$ cat config.mk
export PLATFORM = sky130hd
export DESIGN_NAME = load_store_unit
export DESIGN_NICKNAME = d
export VERILOG_FILES = /design/src/rtl/lsu_pkg.sv /design/src/rtl/lsu_align.sv /design/src/rtl/load_store_unit.sv
export SDC_FILE = /design/constraint.sdc
export NUM_CORES = 1
export LEC_CHECK = 0
export CORE_MARGIN = 5
export CORE_UTILIZATION = 35
export CTS_CLUSTER_DIAMETER = 100
export DETAILED_ROUTE_END_ITERATION = 12
export GPL_TIMING_DRIVEN = 0
export PLACE_DENSITY = 0.6
export SLEW_MARGIN = 20
export SYNTH_ARGS = -nofsm -noshare
export SYNTH_HDL_FRONTEND = slang
export SYNTH_SLANG_ARGS = --single-unit
export TNS_END_PERCENT = 20
$ cat constraint.sdc
create_clock -name clk -period 2.55 [get_ports clk]
set_input_delay 0.255 -clock clk [delete_from_list [all_inputs] [get_ports clk]]
set_output_delay 0.255 -clock clk [all_outputs]
set_load 0.03 [all_outputs]
$ cat src/rtl/lsu_pkg.sv
// lsu_pkg: shared types and helpers for the load/store unit.
//   lsu_op_t      - 3-bit access type; all eight encodings are defined.
//   lsu_state_t   - sequencer states.
//   is_store()    - true for SW/SH/SB.
//   is_misaligned - alignment check for an op and the low address bits.
package lsu_pkg;

   typedef enum logic [2:0] {
      LW  = 3'd0,
      LH  = 3'd1,
      LHU = 3'd2,
      LB  = 3'd3,
      LBU = 3'd4,
      SW  = 3'd5,
      SH  = 3'd6,
      SB  = 3'd7
   } lsu_op_t;

   typedef enum logic [1:0] {
      ST_IDLE  = 2'd0,
      ST_READ  = 2'd1,
      ST_WRITE = 2'd2,
      ST_DONE  = 2'd3
   } lsu_state_t;

   function automatic logic is_store(input lsu_op_t op);
      return (op == SW) || (op == SH) || (op == SB);
   endfunction

   // Words need both low bits clear, halves need bit 0 clear, bytes never fault.
   function automatic logic is_misaligned(input lsu_op_t op, input logic [1:0] lo);
      case (op)
         LW, SW:      return lo != 2'b00;
         LH, LHU, SH: return lo[0];
         default:     return 1'b0;
      endcase
   endfunction

endpackage

$ cat src/rtl/lsu_align.sv
// lsu_align: combinational byte-lane logic for a little-endian word memory.
//   rdata      in  32  memory word (read data or captured read-modify-write word)
//   store_data in  32  register value to store
//   byte_sel   in  2   addr[1:0] of the access
//   op         in  3   access type
//   load_word  out 32  selected byte/half, sign- or zero-extended; LW passes through
//   store_word out 32  word to write: store_data for SW, merged word for SH/SB
module lsu_align
   import lsu_pkg::*;
(
   input  logic [31:0] rdata,
   input  logic [31:0] store_data,
   input  logic [1:0]  byte_sel,
   input  lsu_op_t     op,
   output logic [31:0] load_word,
   output logic [31:0] store_word
);

   logic [7:0]  sel_byte;
   logic [15:0] sel_half;

   always_comb begin
      case (byte_sel)
         2'd0:    sel_byte = rdata[7:0];
         2'd1:    sel_byte = rdata[15:8];
         2'd2:    sel_byte = rdata[23:16];
         default: sel_byte = rdata[31:24];
      endcase
      sel_half = byte_sel[1] ? rdata[31:16] : rdata[15:0];
   end

   always_comb begin
      case (op)
         LB:      load_word = {{24{sel_byte[7]}}, sel_byte};
         LBU:     load_word = {24'd0, sel_byte};
         LH:      load_word = {{16{sel_half[15]}}, sel_half};
         LHU:     load_word = {16'd0, sel_half};
         default: load_word = rdata;
      endcase
   end

   always_comb begin
      store_word = rdata;
      case (op)
         SH: begin
            if (byte_sel[1]) store_word[31:16] = store_data[15:0];
            else             store_word[15:0]  = store_data[15:0];
         end
         SB: begin
            case (byte_sel)
               2'd0:    store_word[7:0]   = store_data[7:0];
               2'd1:    store_word[15:8]  = store_data[7:0];
               2'd2:    store_word[23:16] = store_data[7:0];
               default: store_word[31:24] = store_data[7:0];
            endcase
         end
         default: store_word = store_data;
      endcase
   end

endmodule

$ cat src/rtl/load_store_unit.sv
// load_store_unit: multicycle memory-access sequencer feeding the MDR.
//   clk, reset        system clock, synchronous active-high reset
//   start/op/addr/store_data  request, sampled only in IDLE
//   mem_addr/mem_wr/mem_wdata/mem_rdata  word-addressed data memory port
//   load_data         extended load result, held until the next load completes
//   busy              high outside IDLE
//   done              1-cycle completion pulse
//   misaligned        qualifies done; the access was aborted
module load_store_unit
   import lsu_pkg::*;
#(
   parameter int MEM_LATENCY = 1
) (
   input  logic        clk,
   input  logic        reset,
   input  logic        start,
   input  lsu_op_t     op,
   input  logic [31:0] addr,
   input  logic [31:0] store_data,
   output logic [31:0] mem_addr,
   output logic        mem_wr,
   output logic [31:0] mem_wdata,
   input  logic [31:0] mem_rdata,
   output logic [31:0] load_data,
   output logic        busy,
   output logic        done,
   output logic        misaligned
);

   localparam logic [1:0] CNT_INIT = 2'(MEM_LATENCY - 1);

   lsu_state_t  state, state_nxt;
   lsu_op_t     op_r;
   logic [1:0]  addr_lo;
   logic [31:0] sdata_r;
   logic [31:0] rdata_r;
   logic [1:0]  cnt;
   logic        mis_r;
   logic        bad;
   logic [31:0] align_rdata;
   logic [31:0] ext_word;
   logic [31:0] merge_word;

   assign bad = is_misaligned(op, addr[1:0]);

   // In READ the extractor works on live memory data so load_data can be
   // written on the same edge that enters DONE; in WRITE it merges into the
   // word captured at the end of READ.
   assign align_rdata = (state == ST_READ) ? mem_rdata : rdata_r;

   lsu_align u_align (
      .rdata      (align_rdata),
      .store_data (sdata_r),
      .byte_sel   (addr_lo),
      .op         (op_r),
      .load_word  (ext_word),
      .store_word (merge_word)
   );

   always_comb begin
      state_nxt = state;
      case (state)
         ST_IDLE: begin
            if (start) begin
               if (bad)           state_nxt = ST_DONE;
               else if (op == SW) state_nxt = ST_WRITE;
               else               state_nxt = ST_READ;
            end
         end
         ST_READ: begin
            if (cnt == 2'd0) state_nxt = is_store(op_r) ? ST_WRITE : ST_DONE;
         end
         ST_WRITE: state_nxt = ST_DONE;
         default:  state_nxt = ST_IDLE;
      endcase
   end

   always_ff @(posedge clk) begin
      if (reset) begin
         state     <= ST_IDLE;
         op_r      <= LW;
         addr_lo   <= 2'd0;
         sdata_r   <= 32'd0;
         rdata_r   <= 32'd0;
         cnt       <= 2'd0;
         mis_r     <= 1'b0;
         mem_addr  <= 32'd0;
         load_data <= 32'd0;
      end else begin
         state <= state_nxt;
         case (state)
            ST_IDLE: begin
               if (start) begin
                  op_r    <= op;
                  addr_lo <= addr[1:0];
                  sdata_r <= store_data;
                  mis_r   <= bad;
                  cnt     <= CNT_INIT;
                  // A misaligned request never reaches memory, so the bus address is left alone.
                  if (!bad) mem_addr <= {addr[31:2], 2'b00};
               end
            end
            ST_READ: begin
               if (cnt == 2'd0) begin
                  rdata_r <= mem_rdata;
                  if (!is_store(op_r)) load_data <= ext_word;
               end else begin
                  cnt <= cnt - 2'd1;
               end
            end
            default: ;
         endcase
      end
   end

   assign mem_wr     = (state == ST_WRITE);
   assign mem_wdata  = merge_word;
   assign busy       = (state != ST_IDLE);
   assign done       = (state == ST_DONE);
   assign misaligned = (state == ST_DONE) && mis_r;

endmodule

==> results.cfg, run 1 <==
[synthesis]
synth.most_common_cell = nand2_1
synth_seq_cells = 136
syn-instance-count = 832
synth_area_leader_cell = dfxtp_1
syn-cell-area_sq_um = 6790
synth_flop_cell = dfxtp_1
synthTopCellsByCount = nand2_1, dfxtp_1, a21oi_1
yosysWarnings = 0
synth.distinct_cells = 52
synth_area_leaders = dfxtp_1, nand2_1, a21oi_1
postSynthAreaPerCell_sq_um = 8.16
synth_edf_count = 0
yosysSeqAreaShare_pct = 40.1
synthArstFlopShare_pct = 0
synth_top_cell_area_share_pct = 40.1

[pwr]
power.total_uw = 10800
p_leak_uw = 0.00369
ir_drop_v = 0.000581
power.density_nw_per_um2 = 1060

[drt]
top_layer = met4
route.met2.wl_mm = 12.0
drt_wl_total_mm = 25.9
detail_route.wl_per_cell_microns = 19.3
vias = 7048
drc = 0
met3_length_mm = 2.74
drt_iter0_markers = 586
met1_length_mm = 10.6
viasPerCell = 5.24
ant_nets = 0
firstDrtPassIters = 5

[placement]
hpwl_mm = 19.6
place_congestion = 0.954
portBuffers = 198

[min_path]
min_path_type = in -> reg
min_from = store_data[17]

[die]
die_w_microns = 149
start_util_pct = 35.2
io_pins = 202
rows = 51
dieArea_sq_um = 22300
die_h_microns = 149
fp.coreArea_sq_um = 19300

[setup_path]
r2r-start = state[1]$_SDFFE_PP0P_
crit_path_end_kind = output pin
cp_slowest_cell = mux2_4
slowest_delay_ns = 0.35
worstPathBufferInverterCount = 4
worstSetupStartpoint = state[1]$_SDFFE_PP0P_
crit_type = reg -> out
crit_path_max_fanout = 7
crit_family = buffers and inverters
start_kind = register
path_cells = inv_2, ha_4, buf_12, clkbuf_16, mux2_4, o22ai_1, a21oi_1, o22a_1, buf_2
cp.required_ns = 2.30
cp_data_arrival_time_ns = 2.32

[timing]
final.setup_skew_ns = 0.00799
slew_headroom_pct = 46.3
worstMarginPinSlew_ns = 0.794
whs_ns = 0.379
finalSetupTns_ns = -0.0201
rsz0062_at_grt = yes
min_period_ns = 2.57
setup_slack_ns = -0.0201
max_freq_mhz = 389
hold_violations = 0
fin_crit_sh_pct = 101
setup_viol = 1
drv_slew = 0

[cts]
h-tree-depth = 4
cts_tree = done
numCtsBuffers = 17
root_buffer = clkbuf_16
clk_pin_slew_ns = 0.06
insertion_delay_ns = 0.43
cts_sinks = 136
clockBufferDepth = 2

[global_routing]
grt_overflow = 0
grtUsageTotal_pct = 22.9
antenna_found_initial = 0
grt_pass1_vias = 6856
grt_pass1_wl_mm = 39.2
grt_max_degree = 17

[finish]
layout-drive-gt1-share_pct = 19.3
fin_util_pct = 52.7
diodes = 0
finalNetCount = 1175
areaGrowthSynthToFinish_pct = 49.6

[outcome]
violations = negative setup slack
status = finished with violations

[flow_run]
cap_viol_max_count = 0
[tightest hold or removal path: cells and delay by family]
kind | cells | cell delay, ns
AOI/OAI and AO/OA | 1 | 0.05
and+or+nand+nor | 1 | 0.05
buffers and inverters | 1 | 0.40
[worst paths after layout]
kind                                                   end  slack (ns)  cells past startpoint
worst max-delay path                         mem_wdata[10]       -0.02                      9
worst min-delay path              sdata_r[17]$_SDFFE_PP0P_        0.38                      3
worst max register to register  load_data[23]$_SDFFE_PP0P_        0.17                      9
worst min register to register     rdata_r[4]$_SDFFE_PP0P_        0.45                      2
[placed cells by master (no fill, tap or decap), drive strengths merged, types with 3 or more instances in the layout]
cell type      count
nand2            180
clkdlybuf4s50    166
dfxtp            136
a21oi            106
nor2              88
clkbuf            65
buf               59
mux2i             40
mux2              40
o21ai             32
a211oi            29
o22ai             23
nor3              10
inv               10
o22a               9
clkdlybuf4s15      9
a22oi              8
o221ai             8
clkinv             8
mux4               7
and2               6
ha                 5
a31oi              4
o21bai             3
clkinvlp           3
[power breakdown]
group	leakage, uW	switching [uW]	total, uW	internal (uW)
Combinational	0.00231	3180	5550	2370
Clock	0.000260	974	2300	1320
Sequential	0.00111	332	2940	2610
[what timing repair did]
action | in CTS | in global routing
resized for setup | 220 | 69
gates cloned | 0 | 2
pin swaps | 5 | 14
endpoints found under the setup margin | 38 | 42
hold buffers | 0 | 0
buffers inserted | 7 | 10
[final cells by class]
type,count,area [sq um]
fillers,1864,9110
multi-input cells,621,4020
flip-flops and latches,136,2730
repair buffers,217,2120
clock buffers,17,425
plain buffers,66,390
well taps,265,332
clock inverters,13,109
inverters,9,33.8
[metal layers]
metal | track usage (%) | up-vias
met5 | 0 | -
met4 | 7.69 | 0
met3 | 7.51 | 44
met2 | 36.7 | 320
met1 | 29.1 | 3304
li1 | - | 3380
[through the flow]
stage	setup slack [ns]	instances	cell area, sq um
global route	-0.0708	1344	10200
CTS	-0.134	1333	9850
detailed placement	-0.765	1296	9110
global placement	-0.793	1296	9110
floorplan	0.0372	833	6790
finish	-0.0201	1344	10200
[registers in the layout, summed over array words and instances, names as in the netlist]
| name | cells |
|---|---|
| state | 2 |
| load_data | 32 |
| mem_addr | 30 |
| mis_r | 1 |
| addr_lo | 2 |
| op_r | 3 |
| cnt | 2 |
| rdata_r | 32 |
| sdata_r | 32 |
[kinds of logic after synthesis]
family	synth area share (%)
simple gates	17.7
compound gates	20.9
flops	40.1
mux	15.1
buf+inv	5.01
fa+ha+maj	0.921
xor+xnor	0.258
other cells	0.0552
Note: power is estimated with default switching activity, not from simulation.
==> inputs of run 2 (changes only) <==
==> constraint.sdc (replaced) <==
create_clock -name clk -period 2.77 [get_ports clk]
set_input_delay 0.277 -clock clk [delete_from_list [all_inputs] [get_ports clk]]
set_output_delay 0.277 -clock clk [all_outputs]
set_load 0.03 [all_outputs]
==> run 2 against run 1 <==
The run now ends clean. Clock-buffer cell count unchanged. Core utilization fell by 1.4 points. Via count shrank 1.2%. Die area stayed put. Largest cell class unchanged. Sequential power is 8.2% lower. Hold slack improved by 0.020 ns. Non-clock buffer count decreased by 15. Combinational power is 13% lower. Clock skew increased by 0.00058 ns. Cell area down 2.7%. Setup slack improved by 0.034 ns. Register-to-register slack better by 0.15 ns.
==> results.cfg, run 2 (same netlist as run 1, synthesis figures left out) <==
[timing]
worstMarginPinSlew_ns = 0.795
setup_viol = 0
rsz0062_at_grt = yes
final.setup_skew_ns = 0.00857
max_freq_mhz = 363
min_period_ns = 2.76
hold_violations = 0
drv_slew = 0
fin_crit_sh_pct = 99.5
slew_headroom_pct = 47.0

[setup_path]
crit_type = reg -> out
reg2reg_to = load_data[4]$_SDFFE_PP0P_
path_cells = inv_1, ha_1, buf_6, buf_12, buf_8, mux2_4, o22ai_1, nand2_1, o221ai_1, o21ai_1, buf_4
slowest_delay_ns = 0.35
cp_data_arrival_time_ns = 2.48
cp.required_ns = 2.49
cp_slowest_cell = dfxtp_2
crit_path_end_kind = output pin
r2r-start = state[1]$_SDFFE_PP0P_
start_kind = register
reg2reg_depth = 10
crit_path_max_fanout = 10
r2r_slack_ns = 0.32

[finish]
mostFrequentLayoutCells = nand2_1, clkdlybuf4s50_1, dfxtp_1, a21oi_1, nor2_1
finalNetCount = 1160
reg_top3 = load_data (32), rdata_r (32), sdata_r (32)
fin_area_sq_um = 9880
layout-drive-gt1-share_pct = 16.2
final_common_cell = nand2_1
areaGrowthSynthToFinish_pct = 45.5
diodes = 0

[min_path]
min_from = store_data[17]
hold_path_depth = 3
min_path_type = in -> reg
min_to = sdata_r[17]$_SDFFE_PP0P_

[cts]
h-tree-depth = 4
clk_pin_slew_ns = 0.06
insertion_delay_ns = 0.43
clockBufferDepth = 2
numCtsBuffers = 17
cts_sinks = 136
cts_hold_buf = 0
root_buffer = clkbuf_16
cts_tree = done

[die]
die_w_microns = 149
dieArea_sq_um = 22300
fp.coreArea_sq_um = 19300
start_util_pct = 35.2
io_pins = 202
rows = 51
die_h_microns = 149

[drt]
vias = 6960
drt_wl_total_mm = 25.5
ant_nets = 0
firstDrtPassIters = 5
drt_iter0_markers = 492
viasPerCell = 5.24
detail_route.wl_per_cell_microns = 19.2
drc = 0

[global_routing]
antenna_found_initial = 0
grt_pass1_vias = 6807
grt_max_degree = 20
grt_pass1_wl_mm = 39.0
grtUsageTotal_pct = 22.8
grt_overflow = 0

[outcome]
status = finished, final reports clean

[flow_run]
cap_viol_max_count = 0

[pwr]
power.total_uw = 9640
p_leak_uw = 0.00360
power.density_nw_per_um2 = 975
ir_drop_v = 0.000542

[placement]
portBuffers = 198
place_congestion = 0.954
hpwl_mm = 19.6
place_area_sq_um = 9110
run 2: cell types whose count changed in the layout (fill, tap and decap cells not counted), moves of 3 or more:
cell / change
o221ai_1: +3
buf_6: -5
nor2_1: +4
nor2_2: -4
buf_2: +3
clkbuf_4: -4
clkdlybuf4s15_2: -5
buf_4: -12
clkbuf_2: +5
o221ai_2: -3
run 2: per-stage QoR:
step	instances	hold WS, ns	util (%)	setup WS (ns)	TNS (ns)
after floorplan	833	0.413	-	0.235	0
after global placement	1296	0.440	47.3	-0.595	-6.57
after detailed placement	1296	0.447	47.3	-0.567	-6.61
after CTS	1326	0.389	50.7	-0.147	-1.23
after global routing	1329	0.397	51.3	-0.0855	-0.495
final	1329	0.399	51.3	0.0137	0
run 2: what timing repair did:
item,4_1_cts,5_1_grt
endpoints found under the setup margin,32,28
resized for setup,165,73
endpoints found under the hold margin,0,0
pin swaps,0,6
buffers inserted,1,3
run 2: where the power goes:
part / leakage, uW / internal, uW / total [uW] / switching [uW]
sequential: 0.00111 / 2400 / 2700 / 300
clock: 0.000260 / 1220 / 2120 / 903
combinational: 0.00223 / 1980 / 4820 / 2840
total: 0.00360 / 5600 / 9640 / 4040
run 2: layout make-up:
cell class / instances / area [sq um]
Timing Repair Buffer: 202 / 1940
Inverter: 9 / 33.8
Clock buffer: 17 / 425
Clock inverter: 13 / 109
Buffer: 66 / 375
Multi-Input combinational cell: 621 / 3950
Sequential cell: 136 / 2720
Tap cell: 265 / 332
Fill cell: 1899 / 9390
run 2: how the worst max path moves through the flow:
stage                                startpoint       endpoint  slack, ns  cells past startpoint
after floorplan           state[1]$_SDFFE_PP0P_  mem_wdata[24]       0.24                     10
after global placement    state[1]$_SDFFE_PP0P_  mem_wdata[16]      -0.59                     11
after detailed placement  state[1]$_SDFFE_PP0P_  mem_wdata[16]      -0.57                     11
after CTS                 state[0]$_SDFFE_PP0P_  mem_wdata[11]      -0.15                      9
after global routing      state[1]$_SDFFE_PP0P_  mem_wdata[21]      -0.09                     11
final                     state[1]$_SDFFE_PP0P_  mem_wdata[26]       0.01                     11
run 2: metal layers:
layer / wire length [microns] / up-vias / track usage [%]
li1: - / 3344 / -
met1: 10500 / 3247 / 29.1
met2: 11800 / 321 / 36.6
met3: 2690 / 48 / 7.29
met4: 611 / 0 / 7.32
met5: 0 / - / 0
run 2: critical path: cells and delay by family, from the launching register on:
family | cells | cell delay [ns]
DFF | 1 | 0.35
AOI/OAI and AO/OA | 3 | 0.40
and+or+nand+nor | 1 | 0.08
buffers and inverters | 5 | 0.70
muxes | 1 | 0.34
adders and majority gates | 1 | 0.18
==> inputs of run 3 (changes only) <==
--- a/config.mk
+++ b/config.mk
@@ -5,12 +5,14 @@
 export SDC_FILE = /design/constraint.sdc
 export NUM_CORES = 1
 export LEC_CHECK = 0
+export ABC_CLOCK_PERIOD_IN_PS = 2770
 export CORE_MARGIN = 5
 export CORE_UTILIZATION = 35
 export CTS_CLUSTER_DIAMETER = 100
 export DETAILED_ROUTE_END_ITERATION = 12
+export DONT_BUFFER_PORTS = 1
 export GPL_TIMING_DRIVEN = 0
-export PLACE_DENSITY = 0.6
+export PLACE_DENSITY = 0.47
 export SLEW_MARGIN = 20
 export SYNTH_ARGS = -nofsm -noshare
 export SYNTH_HDL_FRONTEND = slang
==> run 3 against run 2 <==
The run now ends with negative setup slack left. Clock power up 13%. Sequential power up 19%. Cell count down 8.2%. Clock-buffer cell count up 1. Combinational power down 22%. Register-to-register slack about the same. Critical path depth down 2. Largest power group unchanged.
==> results.cfg, run 3 (same netlist as run 1, synthesis figures left out) <==
[outcome]
status = finished with violations
violations = negative setup slack

[flow_run]
cap_viol_max_count = 0

[timing]
worstMarginPinSlew_ns = 0.897
setup_slack_ns = -0.0233
rsz0062_at_grt = yes
final.setup_skew_ns = 0.0104
finalSetupTns_ns = -0.0233
min_period_ns = 2.79
drv_slew = 0
setup_viol = 1
hold_violations = 0
fin_crit_sh_pct = 101
slew_headroom_pct = 40.2
max_freq_mhz = 358

[die]
io_pins = 202
rows = 51
start_util_pct = 35.2
die_w_microns = 149
dieArea_sq_um = 22300
die_h_microns = 149
fp.coreArea_sq_um = 19300

[finish]
finalNetCount = 1049
layout-drive-gt1-share_pct = 16.2
fin_util_pct = 46.4
diodes = 0
areaGrowthSynthToFinish_pct = 31.8
mostFrequentLayoutCells = nand2_1, dfxtp_1, a21oi_1, dlygate4sd3_1, nor2_1
fin_area_sq_um = 8950
final_common_cell = nand2_1
reg_top3 = load_data (32), rdata_r (32), sdata_r (32)
nFillCells = 1925

[drt]
detail_route.wl_per_cell_microns = 21.6
firstDrtPassIters = 5
drt_iter0_markers = 458
ant_nets = 0
vias = 6637
viasPerCell = 5.44
drt_wl_total_mm = 26.4
drc = 0

[setup_path]
cp_data_arrival_time_ns = 2.52
path_cells = inv_1, ha_1, buf_6, buf_12, buf_8, mux2_2, o22ai_1, a21oi_1, o22a_2
cp_slowest_cell = mux2_2
slowest_delay_ns = 0.42
cp.required_ns = 2.49
crit_family = compound AO/OA/AOI/OAI gates
start_kind = register
crit_type = reg -> out
crit_path_end_kind = output pin
crit_path_max_fanout = 10
worstPathBufferInverterCount = 4

[global_routing]
grt_max_degree = 17
grt_pass1_wl_mm = 39.4
grt_overflow = 0
grt_pass1_vias = 6735
antenna_found_initial = 0
grtUsageTotal_pct = 23.3

[placement]
place_area_sq_um = 7130
place_congestion = 0.869
hpwl_mm = 19.8
portBuffers = 0

[cts]
cts_sinks = 136
clockBufferDepth = 2
clk_pin_slew_ns = 0.06
numCtsBuffers = 17
root_buffer = clkbuf_16
cts_tree = done
h-tree-depth = 4
insertion_delay_ns = 0.42

[pwr]
power.density_nw_per_um2 = 1050
ir_drop_v = 0.000435
p_leak_uw = 0.00318

[min_path]
min_path_type = in -> reg
-- run 3: report_power, final --
part / internal, uW / switching [uW] / total [uW] / leakage, uW
combinational: 1420 / 2330 / 3750 / 0.00178
clock: 1440 / 954 / 2390 / 0.000294
sequential: 2400 / 811 / 3210 / 0.00111
-- run 3: final timing paths --
check	start	cells past startpoint	slack (ns)	endpoint
max	state[1]$_SDFFE_PP0P_	9	-0.02	mem_wdata[12]
min	store_data[7]	2	0.02	sdata_r[7]$_SDFFE_PP0P_
max reg2reg	state[1]$_SDFFE_PP0P_	9	0.33	load_data[26]$_SDFFE_PP0P_
min reg2reg	sdata_r[24]$_SDFFE_PP0P_	2	0.45	sdata_r[24]$_SDFFE_PP0P_
-- run 3: cell type report --
| cell class | instances | area (sq um) | area share, % |
|---|---|---|---|
| Multi-Input combinational cell | 621 | 3980 | 44.5 |
| Sequential cell | 136 | 2720 | 30.4 |
| Timing Repair Buffer | 90 | 898 | 10.0 |
| Clock buffer | 18 | 429 | 4.80 |
| Buffer | 67 | 362 | 4.04 |
| Tap cell | 265 | 332 | 3.71 |
| Clock inverter | 14 | 186 | 2.08 |
| Inverter | 9 | 33.8 | 0.378 |
-- run 3: layer usage --
layer,track usage [%],up-vias,share of wire (%)
li1,-,3131,-
met1,28.9,3117,40
met2,38.3,337,47
met3,7.44,52,11
met4,7.83,0,2.9
met5,0,-,0
-- run 3: what timing repair did --
item,CTS,global route
pin swaps,7,5
endpoints found under the setup margin,30,23
gates resized for setup,73,19
hold buffers,89,0
setup buffers,0,1
hold endpoints to repair,89,0
-- run 3: stage by stage --
step	hold slack (ns)	setup slack, ns	total power, uW	instances
after detailed placement	0.421	-0.331	6520	1098
final	0.0175	-0.0233	9350	1220
after floorplan	0.413	0.235	5520	833
after global placement	0.415	-0.286	6440	1098
after global routing	0.00674	-0.0924	9780	1220
after CTS	0.000238	-0.0215	9260	1219
-- run 3: worst reg2reg max path, stage by stage (launching register included) --
cell and delay [ns]:
dfxtp_2 0.35, inv_1 0.06, ha_1 0.19, buf_6 0.15, mux2_4 0.36, mux4_2 0.53
and2_4 0.18, nor2_4 0.22, buf_12 0.18, a211oi_2 0.07
